`config.mk`:
```
export PLATFORM = sky130hd
export DESIGN_NAME = serial_bit_feeder
export DESIGN_NICKNAME = d
export VERILOG_FILES = /design/src/rtl/serial_bit_feeder.sv
export SDC_FILE = /design/constraint.sdc
export NUM_CORES = 1
export LEC_CHECK = 0
export BUFFER_PORTS_ARGS = -buffer_cell sky130_fd_sc_hd__buf_2
export CORE_MARGIN = 5
export CORE_UTILIZATION = 30
export DETAILED_ROUTE_END_ITERATION = 8
export PLACE_DENSITY = 0.59
export SLEW_MARGIN = 10
export SYNTH_ARGS = -nofsm -noshare
export SYNTH_HDL_FRONTEND = slang
export SYNTH_SLANG_ARGS = --single-unit
```
`constraint.sdc`:
```
create_clock -name clk -period 4.1 [get_ports clk]
set_input_delay 0.205 -clock clk [delete_from_list [all_inputs] [get_ports clk]]
set_output_delay 0.205 -clock clk [all_outputs]
set_load 0.05 [all_outputs]
```
`src/rtl/serial_bit_feeder.sv`:
```
// Parallel-to-serial feeder: accepts WIDTH-bit words on valid/ready and streams them
// one bit per clock. Define SERIAL_FEEDER_PARITY_EN to append an even-parity bit per word.
module serial_bit_feeder #(
  parameter int WIDTH     = 8,
  parameter bit LSB_FIRST = 1'b0
) (
  input  logic             clk,
  input  logic             reset,
  input  logic [WIDTH-1:0] din,
  input  logic             din_valid,
  output logic             din_ready,
  output logic             out,
  output logic             out_valid,
  output logic             busy,
  output logic             done
);

  localparam int CW = $clog2(WIDTH);
  localparam logic [CW-1:0] LAST = CW'(WIDTH - 1);

  localparam logic [1:0] IDLE   = 2'd0;
  localparam logic [1:0] SHIFT  = 2'd1;
`ifdef SERIAL_FEEDER_PARITY_EN
  localparam logic [1:0] PARITY = 2'd2;
`endif

  logic [1:0]       state_q, state_d;
  logic [CW-1:0]    cnt_q, cnt_d;
  logic [CW-1:0]    cnt_inc;
  logic [WIDTH-1:0] sreg_q, sreg_d;
  logic             out_q, out_d;
  logic             vld_q, vld_d;
  logic             busy_q, busy_d;
  logic             done_q, done_d;
  logic             xfer;
`ifdef SERIAL_FEEDER_PARITY_EN
  logic             par_q, par_d;
`endif

  function automatic logic first_bit(input logic [WIDTH-1:0] w);
    return LSB_FIRST ? w[0] : w[WIDTH-1];
  endfunction

  // The shift register always holds the bits still to be sent, next one at the head.
  function automatic logic [WIDTH-1:0] shift_word(input logic [WIDTH-1:0] w);
    return LSB_FIRST ? {1'b0, w[WIDTH-1:1]} : {w[WIDTH-2:0], 1'b0};
  endfunction

  always_comb begin
    din_ready = 1'b0;
    case (state_q)
      IDLE:   din_ready = 1'b1;
`ifdef SERIAL_FEEDER_PARITY_EN
      SHIFT:  din_ready = 1'b0;
      PARITY: din_ready = 1'b1;
`else
      SHIFT:  din_ready = (cnt_q == LAST);
`endif
      default: din_ready = 1'b0;
    endcase
  end

  assign xfer    = din_valid & din_ready;
  assign cnt_inc = cnt_q + CW'(1);

  always_comb begin
    state_d = state_q;
    cnt_d   = cnt_q;
    sreg_d  = sreg_q;
    out_d   = 1'b0;
    vld_d   = 1'b0;
    busy_d  = 1'b0;
    done_d  = 1'b0;
`ifdef SERIAL_FEEDER_PARITY_EN
    par_d   = par_q;
`endif
    if (xfer) begin
      state_d = SHIFT;
      cnt_d   = '0;
      sreg_d  = shift_word(din);
      out_d   = first_bit(din);
      vld_d   = 1'b1;
      busy_d  = 1'b1;
`ifdef SERIAL_FEEDER_PARITY_EN
      par_d   = ^din;
`endif
    end else begin
      case (state_q)
        SHIFT: begin
          if (cnt_q != LAST) begin
            cnt_d  = cnt_inc;
            sreg_d = shift_word(sreg_q);
            out_d  = first_bit(sreg_q);
            vld_d  = 1'b1;
            busy_d = 1'b1;
`ifndef SERIAL_FEEDER_PARITY_EN
            done_d = (cnt_inc == LAST);
`endif
          end else begin
`ifdef SERIAL_FEEDER_PARITY_EN
            state_d = PARITY;
            out_d   = par_q;
            vld_d   = 1'b1;
            busy_d  = 1'b1;
            done_d  = 1'b1;
`else
            state_d = IDLE;
            cnt_d   = '0;
`endif
          end
        end
        default: begin
          state_d = IDLE;
          cnt_d   = '0;
        end
      endcase
    end
  end

  always_ff @(posedge clk or negedge reset) begin
    if (!reset) begin
      state_q <= IDLE;
      cnt_q   <= '0;
      sreg_q  <= '0;
      out_q   <= 1'b0;
      vld_q   <= 1'b0;
      busy_q  <= 1'b0;
      done_q  <= 1'b0;
`ifdef SERIAL_FEEDER_PARITY_EN
      par_q   <= 1'b0;
`endif
    end else begin
      state_q <= state_d;
      cnt_q   <= cnt_d;
      sreg_q  <= sreg_d;
      out_q   <= out_d;
      vld_q   <= vld_d;
      busy_q  <= busy_d;
      done_q  <= done_d;
`ifdef SERIAL_FEEDER_PARITY_EN
      par_q   <= par_d;
`endif
    end
  end

  assign out       = out_q;
  assign out_valid = vld_q;
  assign busy      = busy_q;
  assign done      = done_q;

endmodule

```
==> results.sh <==
export IMPL_vias=394
export IMPL_ir_worst_vdd_mv=0.231
export IMPL_worstPathArrival_ps=1560
export IMPL_initialDrtViolationCount=7
export IMPL_grt_usage=0.0723
export IMPL_wl_um=1040
export IMPL_grt_max_degree=15
export IMPL_post_synth_top_count_cell="dfrtp_1"
export IMPL_first_pass_iters=2
export IMPL_core_area_mm2=0.00219
export IMPL_htreeDepth=1
export IMPL_postCtsSetupRepairBufs=0
export IMPL_grt_pass1_wl_um=1860
export IMPL_crit_path_start_kind="flop"
export IMPL_routabilityCongestion=0.642
export IMPL_synth_nets=61
export IMPL_cts_buffers=3
export IMPL_antenna_found_initial=0
export IMPL_area_delta_synth_final_pct=17.1
export IMPL_synth_cells=47
export IMPL_fill_cells=222
export IMPL_endpoint_kind="output pin"
export IMPL_final_antenna_net_count=0
export IMPL_min_period_ps=1760
export IMPL_relSlewSlack=0.793
export IMPL_yosys_area_top_type="dfrtp_1"
export IMPL_tns_ps=0
export IMPL_synth_top_area_frac=0.515
export IMPL_ys_warn_count=0
export IMPL_fmaxAchievable_mhz=568
export IMPL_ioPinCount=16
export IMPL_hold_viol=0
export IMPL_power_density_mw_per_mm2=672
export IMPL_portBuffers=15
export IMPL_cts_clk_slew_worst_paths_ps=80
export IMPL_clkSinkCount=14
export IMPL_period_share=0.430
export IMPL_hpwl_um=767
export IMPL_start_util=0.311
export IMPL_cts_buffer_depth=2
export IMPL_synth_area_leaders="dfrtp_1 51%, mux2_4 22%, ha_1 5.5%"
export IMPL_hp_class="input port to flop"
export IMPL_fin_nets=79
export IMPL_gr_total_overflow=0
export IMPL_rsz0062_at_grt="no"
export IMPL_finalSetupViolCount=0
export IMPL_netlist_cell_type_count=14
export IMPL_syn_avg_cell_area_um2=14.5
export IMPL_synth_cell_area_um2=681
export IMPL_p_leak_nw=0.407
export IMPL_worstPathMaxFanout=14
export IMPL_synth_edf_count=0
export IMPL_antennaDiodeCount=0
export IMPL_async_reset_ff_frac=1.00
export IMPL_rows=17
export IMPL_cts_resized=0
export IMPL_drv_cap=0
export IMPL_grt_pass1_vias=438
export IMPL_fp_dieW_um=57.6
export IMPL_clkLatencyLatePin_ps=270
export IMPL_viasPerCell=4.33
export IMPL_crit_type="flop to output pin"
export IMPL_place_ws_ps=2620
export IMPL_drc_errors=0
export IMPL_netlist_top_cells_count="14 x dfrtp_1, 10 x mux2_4"
export IMPL_synth_seq_cells=14
export IMPL_seq_area_frac_synth=0.515
export IMPL_synth_flop_cell="dfrtp_1"
export IMPL_worst_slew_pin_slew_ps=310
export IMPL_die_area_mm2=0.00332
export IMPL_clock_root_buffer="clkbuf_4"
export IMPL_wl_per_cell_um=11.5
export IMPL_required_ps=3890
export IMPL_hold_buffers=1
export IMPL_worst_clock_skew_ps=2.74
export IMPL_drive_above_1_share=0.540
export IMPL_chipHeight_um=57.6
export IMPL_outcome="finished, final reports clean"
export IMPL_cts_tree="yes"
export IMPL_setup_ws_ps=2340
export IMPL_slew_violations=0
## final timing paths
check | from | to | slack (ps) | depth (start not counted)
max reg2reg | cnt_q[0] | sreg_q[3] | 2630 | 4
max in group asynchronous | reset | cnt_q[2] | 3510 | 2
max | cnt_q[0] | din_ready | 2340 | 4
min reg2reg | cnt_q[0] | cnt_q[0] | 460 | 1
min | din[7] | out | 180 | 3
min in group asynchronous | reset | sreg_q[7] | 350 | 2
## per-stage QoR
stage / power, mW / area, um^2 / hold slack [ps] / cells / utilization
6_report: 0.535 / 797 / 178 / 91 / 0.364
3_5_place_dp: 0.469 / 764 / 120 / 87 / 0.349
2_1_floorplan: 0.428 / 681 / -90.6 / 47 / -
3_3_place_gp: 0.460 / 764 / 117 / 87 / 0.349
5_1_grt: 0.576 / 797 / 206 / 91 / 0.364
4_1_cts: 0.546 / 797 / 174 / 91 / 0.364
## registers in the layout (all words and copies together) (netlist names)
signal   flops
busy         1
state_q      1
done         1
sreg_q       7
out          1
cnt_q        3
## layout make-up
cell class	instances	area [um^2]	area share
flip-flops and latches	14	350	0.440
multi-input cells	28	297	0.372
repair buffers	16	85.1	0.107
well taps	28	35.0	0.0440
clock buffers	3	22.5	0.0283
inverters	2	7.51	0.00942
## metal layers
layer	vias to the layer above	routed length (um)	track usage
li1	188	-	-
met1	193	432	0.0814
met2	11	513	0.119
met3	2	74	0.0178
met4	0	23	0.0497
met5	-	0	0
## critical path, stage by stage, from the launching register on
cell      delay (ps)
dfrtp_1          400
ha_1             200
ha_1             190
nand2b_4         240
buf_2            250
## power by group
part,internal (mW),switching (mW),total (mW)
sequential,0.190,0.0255,0.216
clock,0.0339,0.0401,0.0741
combinational,0.109,0.136,0.245
## logic make-up after synthesis
| logic type | synth area share |
|---|---|
| adders and majority gates | 0.0552 |
| buffers and inverters | 0.0496 |
| muxes | 0.285 |
| and+or+nand+nor | 0.0882 |
| DFF | 0.515 |
| AOI/OAI and AO/OA | 0.00735 |
## layout by cell type (no fill, tap or decap), types with 2 or more instances in the layout
master / count
dfrtp_1: 14
inv_1: 2
buf_2: 15
nand2b_2: 2
ha_1: 3
nor2_1: 3
clkbuf_4: 3
mux2_2: 3
nand2_1: 3
mux2_4: 10
(Power assumes the default switching activity.)
